--- config.mk ---
export PLATFORM = sky130hd
export DESIGN_NAME = pc_fetch_stage
export DESIGN_NICKNAME = d
export VERILOG_FILES = /design/src/rtl/pc_fetch_stage.sv
export SDC_FILE = /design/constraint.sdc
export NUM_CORES = 1
export LEC_CHECK = 0
export ABC_AREA = 0
export BUFFER_PORTS_ARGS = -buffer_cell sky130_fd_sc_hd__buf_2
export CORE_ASPECT_RATIO = 1.1
export CORE_MARGIN = 5
export CORE_UTILIZATION = 30
export DETAILED_ROUTE_END_ITERATION = 8
export PLACE_DENSITY_LB_ADDON = 0.08
export SLEW_MARGIN = 20
export SYNTH_ARGS = -nofsm -noshare
export SYNTH_HDL_FRONTEND = slang
export SYNTH_SLANG_ARGS = --single-unit
--- constraint.sdc ---
create_clock -name clk -period 2.33 [get_ports clk]
set_input_delay 0.5825 -clock clk [delete_from_list [all_inputs] [get_ports clk]]
set_output_delay 0.5825 -clock clk [all_outputs]
set_load 0.01 [all_outputs]
--- src/rtl/pc_fetch_stage.sv ---
// Instruction fetch stage: PC register with redirect/stall control and the
// IF/ID pipeline register, plus a sticky misaligned-target flag and a fetch counter.
module pc_fetch_stage #(
  parameter int                 WIDTH     = 32,
  parameter logic [WIDTH-1:0]   RESET_PC  = '0,
  parameter logic [WIDTH-1:0]   NOP_INSTR = WIDTH'(32'h0000_0013)
) (
  input  logic             clk,
  input  logic             reset,
  input  logic             StallF,
  input  logic             StallD,
  input  logic             FlushD,
  input  logic             PCSrcE,
  input  logic [WIDTH-1:0] PCTargetE,
  input  logic [WIDTH-1:0] PCPlus4F,
  input  logic [WIDTH-1:0] InstrF,
  output logic [WIDTH-1:0] PCF,
  output logic [WIDTH-1:0] InstrD,
  output logic [WIDTH-1:0] PCD,
  output logic [WIDTH-1:0] PCPlus4D,
  output logic             ValidD,
  output logic             MisalignF,
  output logic [WIDTH-1:0] FetchCnt
);

  logic [WIDTH-1:0] r_pc;
  logic [WIDTH-1:0] r_instr_d;
  logic [WIDTH-1:0] r_pc_d;
  logic [WIDTH-1:0] r_pc_plus4_d;
  logic             r_valid_d;
  logic             r_misalign;
  logic [WIDTH-1:0] r_fetch_cnt;

  logic             w_load_d;
  logic [WIDTH-1:0] w_target_aligned;

  assign w_load_d         = !FlushD && !StallD;
  // Redirect targets are forced word-aligned; the low bits only feed MisalignF.
  assign w_target_aligned = {PCTargetE[WIDTH-1:2], 2'b00};

  // A redirect wins over StallF so a taken branch is never lost behind a stall.
  always_ff @(posedge clk) begin
    if (reset) begin
      r_pc <= RESET_PC;
    end else if (PCSrcE) begin
      r_pc <= w_target_aligned;
    end else if (!StallF) begin
      r_pc <= PCPlus4F;
    end
  end

  always_ff @(posedge clk) begin
    if (reset || FlushD) begin
      r_instr_d    <= NOP_INSTR;
      r_pc_d       <= '0;
      r_pc_plus4_d <= '0;
      r_valid_d    <= 1'b0;
    end else if (!StallD) begin
      r_instr_d    <= InstrF;
      r_pc_d       <= r_pc;
      r_pc_plus4_d <= PCPlus4F;
      r_valid_d    <= 1'b1;
    end
  end

  always_ff @(posedge clk) begin
    if (reset) begin
      r_misalign <= 1'b0;
    end else if (PCSrcE && (PCTargetE[1:0] != 2'b00)) begin
      r_misalign <= 1'b1;
    end
  end

  // Counts IF/ID loads only; wraps silently.
  always_ff @(posedge clk) begin
    if (reset) begin
      r_fetch_cnt <= '0;
    end else if (w_load_d) begin
      r_fetch_cnt <= r_fetch_cnt + {{(WIDTH-1){1'b0}}, 1'b1};
    end
  end

  assign PCF       = r_pc;
  assign InstrD    = r_instr_d;
  assign PCD       = r_pc_d;
  assign PCPlus4D  = r_pc_plus4_d;
  assign ValidD    = r_valid_d;
  assign MisalignF = r_misalign;
  assign FetchCnt  = r_fetch_cnt;

endmodule

# Word-level counts from Yosys, hierarchy flattened
# Index checks and enable logic that the tools add are counted.
dict set report totals {
  reg_bits 162
  latchBits 0
  ramBits 0
  rom_bits 0
  output_inout_bits 162
  wordCells 19
  n_memories 0
}
dict set report op_classes {
  add_sub_neg 1
  mul 0
  div_mod_pow 0
  n_lt_le_gt_ge 0
  eq_ne 1
  shift 0
  muxes 2
  n_bitwise 0
  reduce_logical 7
}
# op n
set ops {}
lappend ops {{$mux 32} 2}
lappend ops {{$add 32x1->32 const B} 1}
lappend ops {{$logic_and 1x1->1} 2}
lappend ops {{$logic_not 1->1} 2}
lappend ops {{$ne 2x1->1 const B} 1}
lappend ops {{$reduce_bool 2->1} 1}
lappend ops {{$reduce_or 2->1} 1}
lappend ops {{$logic_or 1x1->1} 1}

# Depth between registers and ports, before layout
# Gate-level depths: netlist (run 1).
dict set report depth {
  word_depth 2
  mapped_depth 6
}

# Worst setup path before layout (run 1)
# Ideal clock, no wire load.
dict set report synth_timing {
  path_type {input-to-reg}
  from {input StallD}
  to {register r_fetch_cnt[29] (netlist: FetchCnt[29])}
  setup_time_ns 0.121
  arrival_ns 1.985
  path_slack_ns 0.225
  cell_stages 6
  path_cell_list {buf_2 -> nor3b_2 -> nand3_1 -> clkbuf_1 -> nor4_1 -> mux2_2}
}
dict set report synth_via {
  elab_chain_cells 2
}
# item line_no
set synth_lines {}
lappend synth_lines {{start, declared} 11} ;# input logic StallD,
lappend synth_lines {{$logic_not 1->1} -}
lappend synth_lines {{$logic_and 1x1->1} 37} ;# assign w_load_d = !FlushD && !StallD;
lappend synth_lines {{end signal, assigned} 79} ;# r_fetch_cnt <= r_fetch_cnt + {{(WIDTH-1){1'b0}}, 1'b1};
lappend synth_lines {{end, declared} 32} ;# logic [WIDTH-1:0] r_fetch_cnt;
# Every way passes these cells.
# A chain may end at the register's enable or synchronous reset.

# Final worst setup path (run 1)
dict set report layout_timing {
  from {register r_fetch_cnt[0] (netlist: FetchCnt[0])}
  to {register r_fetch_cnt[26] (netlist: FetchCnt[26])}
}
dict set report layout_via {
  elab_chain_cells 1
}
# item line_no
set layout_lines {}
lappend layout_lines {{$add 32x1->32} 79}
# Every way passes these cells.

==> results of run 1 <==
[sequential cells by signal (all words and copies together), names as in the netlist]
name,cells
ValidD,1
InstrD,32
MisalignF,1
FetchCnt,32
PCD,32
PCF,32
PCPlus4D,32
[cell usage after synthesis (all sizes together)]
| cell | n |
|---|---|
| and3 | 2 |
| xor2 | 7 |
| a21oi | 50 |
| nor3 | 4 |
| nand4bb | 1 |
| nor4 | 4 |
| nor2b | 4 |
| mux2 | 4 |
| or3 | 6 |
| o21a | 1 |
| and2 | 2 |
| inv | 5 |
| o31ai | 11 |
| nand2 | 16 |
| dfxtp | 162 |
| or4 | 12 |
| mux2i | 128 |
| o21ba | 1 |
| nor2 | 168 |
| ha | 1 |
| and4 | 4 |
| nand3 | 9 |
| buf | 13 |
| nand4 | 9 |
| o21ai | 8 |
| nor3b | 1 |
| clkbuf | 33 |
| xnor2 | 2 |
| or2 | 2 |
| nor4bb | 1 |
[final timing paths]
path | from | end | slack (ps) | cells past startpoint
worst max-delay path | FetchCnt[0] | FetchCnt[26] | 220 | 5
worst min-delay path | PCTargetE[31] | PCF[31] | 390 | 3
worst max register to register | FetchCnt[0] | FetchCnt[26] | 220 | 5
worst min register to register | MisalignF | MisalignF | 450 | 2
[cells by family (layout without fill, tap and decap cells)]
family	count (synthesis)	after routing	share of synthesized area, %
fa+ha+maj	1	1	0.197
mux	132	132	20.9
flops	162	162	51.1
buf+inv	51	314	3.08
other cells	0	1	0
simple gates	245	245	17.3
xor+xnor	9	9	1.24
compound gates	71	71	6.16
[metrics by stage]
stage,hold slack [ps],utilization (%),instances,cell area (µm²),power (mW)
floorplan,470,-,671,6340,3.30
global placement,434,38.7,1187,8020,3.58
detailed placement,440,38.7,1187,8020,3.58
CTS,360,41.5,1219,8600,6.39
global route,376,41.5,1220,8600,6.56
finish,387,41.5,1220,8600,6.28
[power breakdown]
group	internal [mW]	switching [mW]	total, mW	leakage (nW)
combinational	0.273	0.320	0.593	2.56
clock	1.54	1.24	2.78	0.281
sequential	2.85	0.0526	2.91	1.32
total	4.67	1.61	6.28	4.16
[layer usage]
metal,part of all wire (%),vias up,wire length (µm),global-route usage [%]
li1,-,2813,-,-
met1,43,2508,7920,18.4
met2,47,170,8750,24.4
met3,8.6,17,1590,5.65
met4,1.7,0,322,5.00
met5,0,-,0,0
[area by class of cell]
class | count | area (µm²)
clock buffer | 19 | 443
antenna | 1 | 2.50
sequential | 162 | 3240
multi-input combinational | 458 | 2910
tap | 285 | 357
inverter | 5 | 18.8
timing repair buffer | 277 | 1490
fill | 2144 | 12100
clock inverter | 13 | 140
[worst min-delay path, stage by stage]
cell and delay (ps):
buf_2 70, a21oi_1 50, nor2_1 70
[placed cells by master (no fill, tap or decap), types with 3 or more instances in the layout]
master     instances
o21ai_0            8
mux2i_1          128
inv_6              4
clkinv_4           3
nor3_1             4
and4_1             4
inv_8              3
buf_2            262
nand3_1            9
buf_4              9
mux2_2             4
or3_1              6
clkbuf_16         17
dfxtp_1          162
nand2_1           16
xor2_1             7
buf_12             5
nor4_1             4
a21oi_1           50
o31ai_1           11
nor2_1           168
or4_1             12
nor2b_1            4
inv_1              5
nand4_1            9
==> results.py, run 1 <==
metrics = {
    "logic_synthesis": {
        "synth_cells": 671,
        "ys_top_cells_by_area": "dfxtp_1 51%, mux2i_1 20%, nor2_1 9.9%",
        "yosysTopAreaCell": "dfxtp_1",
        "avgSynthCellArea_um2": 9.45,
        "syn-cell-area_mm2": 0.00634,
        "netlist.area_leader.share_pct": 51.1,
        "synth.yosys.seq_area_share_pct": 51.1,
        "synth_nets": 774,
        "synth_warnings": 0,
        "synth_cell_types": 31,
        "ys_seq_elements": 162,
    },
    "power": {
        "p_leak_nw": 4.16,
        "p_per_area_mw_per_mm2": 730,
        "irDropWorstVdd_uv": 460,
    },
    "clock_tree": {
        "ctsResizeCount": 0,
        "clk_pin_slew_ps": 70,
        "root_buffer": "clkbuf_16",
        "cts_hold_buffers": 0,
        "tritoncts": "yes",
        "h-tree-depth": 4,
        "worstSkewPairLatency_ps": 420,
        "post_cts_buffers": 0,
        "clock-sinks": 162,
        "cts_made_buffers": 17,
        "clock_path_buffers": 2,
    },
    "die": {
        "core-area_mm2": 0.0207,
        "io_pins": 264,
        "dieArea_mm2": 0.0242,
        "start_util_pct": 30.6,
        "die_y_um": 162,
        "num_rows": 55,
        "die-width_um": 149,
    },
    "timing": {
        "period_minus_slack_ps": 2110,
        "setup_tns_ps": 0,
        "drv_slew": 0,
        "relSlewSlack_pct": 62.3,
        "fin_worst_skew_ps": 12.1,
        "hold_viol_final": 0,
        "setup_violations": 0,
        "worst_slew_pin_slew_ps": 566,
        "fin_crit_sh_pct": 90.5,
        "fin_ws_ps": 221,
        "grt_setup_unrepaired": "no",
        "clock.fmax_mhz": 474,
    },
    "grt": {
        "grtUsageTotal_pct": 15.0,
        "overflow": 0,
        "antenna_found_initial": 1,
        "grt_first_pass_wirelength_mm": 29.2,
        "grt_max_degree": 71,
        "grt_pass1_vias": 5456,
    },
    "placed_design": {
        "port_buffers": 263,
        "dpl.hpwl_mm": 13.1,
        "place_ws_ps": 83.6,
        "finalWeightedCongestion": 0.734,
    },
    "setup_path": {
        "cp_slowest_cell": "or4_1",
        "endpoint_kind": "flip-flop",
        "critPathKind": "flip-flop to flip-flop",
        "cp_slowest_stage_delay_ps": 680,
        "crit_fanout": 8,
        "crit_top_cell": "or4_1",
        "worstPathArrival_ps": 2450,
        "start_kind": "flip-flop",
        "critPathBufInv": 0,
        "crit_required_ps": 2670,
        "cp_top_family": "simple AND/OR/NAND/NOR gates",
        "crit_chain": "ha_1, nand4bb_1, or4_1, or4_1, a21oi_1",
    },
    "hold_path": {
        "hp-class": "input pin to flip-flop",
    },
    "finish": {
        "nNetsFinal": 1024,
        "drive_gt1_share_pct": 33.8,
        "syn2layout_area_growth_pct": 35.6,
    },
    "routing": {
        "first_iter_violations": 183,
        "drt_wl_total_mm": 18.6,
        "drc": 0,
        "via_per_inst": 4.51,
        "vias": 5508,
        "postRouteAntennaNets": 0,
        "first_pass_iters": 5,
        "wl_per_cell_um": 15.2,
    },
    "job": {
        "maxCapViolations": 0,
    },
    "outcome": {
        "status": "finished, final reports clean",
    },
}
(Power assumes the default switching activity.)
==> inputs of run 2 (changes only) <==
--- a/config.mk
+++ b/config.mk
@@ -7,7 +7,7 @@
 export LEC_CHECK = 0
 export ABC_AREA = 0
 export BUFFER_PORTS_ARGS = -buffer_cell sky130_fd_sc_hd__buf_2
-export CORE_ASPECT_RATIO = 1.1
+export CORE_ASPECT_RATIO = 0.9
 export CORE_MARGIN = 5
 export CORE_UTILIZATION = 30
 export DETAILED_ROUTE_END_ITERATION = 8
==> run 2 against run 1 <==
Flip-flop and latch count did not move. Wire length shrank 1.0%. First-iteration DRC count rose by 8.7%. Clock power hardly changed. Clock skew barely moved. Final cell count did not move. Combinational power is 0.8% lower. Highest routed layer unchanged.
==> results.py, run 2 (same netlist as run 1, synthesis figures left out) <==
metrics = {
    "setup_path": {
        "crit_fanout": 8,
        "regToRegEndpoint": "FetchCnt[30]",
        "crit_top_cell": "or4_1",
        "critPathBufInv": 0,
        "cp_top_family": "simple AND/OR/NAND/NOR gates",
        "worst_r2r_path_depth": 5,
        "r2r_slack_ps": 280,
        "crit_required_ps": 2680,
        "crit_start": "FetchCnt[0]",
        "start_kind": "flip-flop",
        "endpoint_kind": "flip-flop",
        "worstPathArrival_ps": 2400,
        "cp-endpoint": "FetchCnt[30]",
        "timing.rr.start": "FetchCnt[0]",
        "critPathKind": "flip-flop to flip-flop",
        "crit_chain": "ha_1, nand4bb_1, or4_1, or4_1, a21oi_1",
        "cp_slowest_stage_delay_ps": 670,
        "cp_slowest_cell": "or4_1",
        "path_depth": 5,
    },
    "routing": {
        "drc": 0,
        "first_pass_iters": 4,
        "drt_wl_total_mm": 18.4,
        "wl_per_cell_um": 15.1,
        "postRouteAntennaNets": 0,
        "via_per_inst": 4.45,
        "vias": 5426,
        "first_iter_violations": 199,
    },
    "placed_design": {
        "post-place-cells": 1188,
        "port_buffers": 263,
        "dpl.hpwl_mm": 12.7,
        "finalWeightedCongestion": 0.728,
    },
    "clock_tree": {
        "ctsResizeCount": 0,
        "worstSkewPairLatency_ps": 420,
        "h-tree-depth": 4,
        "post_cts_buffers": 0,
        "clock_path_buffers": 2,
        "tritoncts": "yes",
        "clock-sinks": 162,
        "cts_hold_buffers": 0,
        "cts_made_buffers": 17,
        "root_buffer": "clkbuf_16",
        "clk_pin_slew_ps": 60,
    },
    "grt": {
        "grt_pass1_vias": 5458,
        "grt_max_degree": 71,
        "grt_first_pass_wirelength_mm": 28.8,
        "overflow": 0,
        "grtUsageTotal_pct": 15.0,
        "antenna_found_initial": 0,
    },
    "finish": {
        "seq_area_mm2": 0.00324,
        "layout_common_cells": "262 x buf_2, 168 x nor2_1, 162 x dfxtp_1, 128 x mux2i_1, 50 x a21oi_1",
        "drive_gt1_share_pct": 33.9,
        "nNetsFinal": 1024,
        "multi_input_area_mm2": 0.00291,
        "layout_commonest_cell": "buf_2",
        "syn2layout_area_growth_pct": 35.3,
        "fill_cells": 2126,
        "fin_cells": 1220,
        "postLayoutCoreUtil_pct": 41.2,
        "n_antenna_cell": 0,
    },
    "timing": {
        "fin_crit_sh_pct": 87.9,
        "drv_slew": 0,
        "setup_tns_ps": 0,
        "hold_viol_final": 0,
        "worst_slew_pin_slew_ps": 1010,
        "clock.fmax_mhz": 488,
        "setup_violations": 0,
        "period_minus_slack_ps": 2050,
        "grt_setup_unrepaired": "no",
        "relSlewSlack_pct": 32.8,
        "fin_worst_skew_ps": 12.4,
    },
    "hold_path": {
        "hp-class": "input pin to flip-flop",
    },
    "job": {
        "maxCapViolations": 0,
    },
    "die": {
        "die_y_um": 148,
        "dieArea_mm2": 0.0242,
        "die-width_um": 163,
        "start_util_pct": 30.4,
        "num_rows": 50,
        "io_pins": 264,
        "core-area_mm2": 0.0208,
    },
    "outcome": {
        "status": "finished, final reports clean",
    },
    "power": {
        "irDropWorstVdd_uv": 372,
        "p_per_area_mw_per_mm2": 731,
        "p_leak_nw": 4.16,
    },
}
==> run 2: worst reg2reg max path, stage by stage (launching register included) <==
cell,delay [ps]
dfxtp_1,380
ha_1,220
nand4bb_1,140
or4_1,670
or4_1,440
a21oi_1,140
==> run 2: per-stage QoR <==
step	hold WS [ps]	cell area, µm²	total power, mW	setup WS, ps
final	376	8580	6.27	282
after global routing	378	8580	6.58	165
after CTS	352	8580	6.40	281
after detailed placement	440	7990	3.57	113
after global placement	433	7990	3.57	148
after floorplan	470	6340	3.30	225
==> run 2: area by class of cell <==
class | count | share of cell area, %
Sequential cell | 162 | 37.8
Multi-Input combinational cell | 458 | 33.9
Timing Repair Buffer | 277 | 17.1
Clock buffer | 20 | 5.44
Tap cell | 286 | 4.17
Clock inverter | 12 | 1.43
Inverter | 5 | 0.219
==> run 2: power by group <==
group | switching (mW) | total [mW] | internal [mW] | leakage (nW)
clock | 1.20 | 2.78 | 1.58 | 0.286
combinational | 0.318 | 0.588 | 0.270 | 2.55
sequential | 0.0533 | 2.91 | 2.86 | 1.32
==> run 2: layer usage <==
layer / global-route usage, % / vias to the layer above / part of all wire, %
li1: - / 2808 / -
met1: 17.9 / 2446 / 43
met2: 24.5 / 152 / 46
met3: 5.60 / 20 / 8.6
met4: 5.74 / 0 / 1.7
met5: 0 / - / 0
==> run 2: worst min path at each step <==
stage	start	end	cells past startpoint
3_3_place_gp	ValidD	ValidD	2
4_1_cts	InstrF[0]	InstrD[0]	3
6_report	InstrF[0]	InstrD[0]	3
5_1_grt	InstrF[10]	InstrD[10]	3
2_1_floorplan	MisalignF	MisalignF	2
3_5_place_dp	MisalignF	MisalignF	2
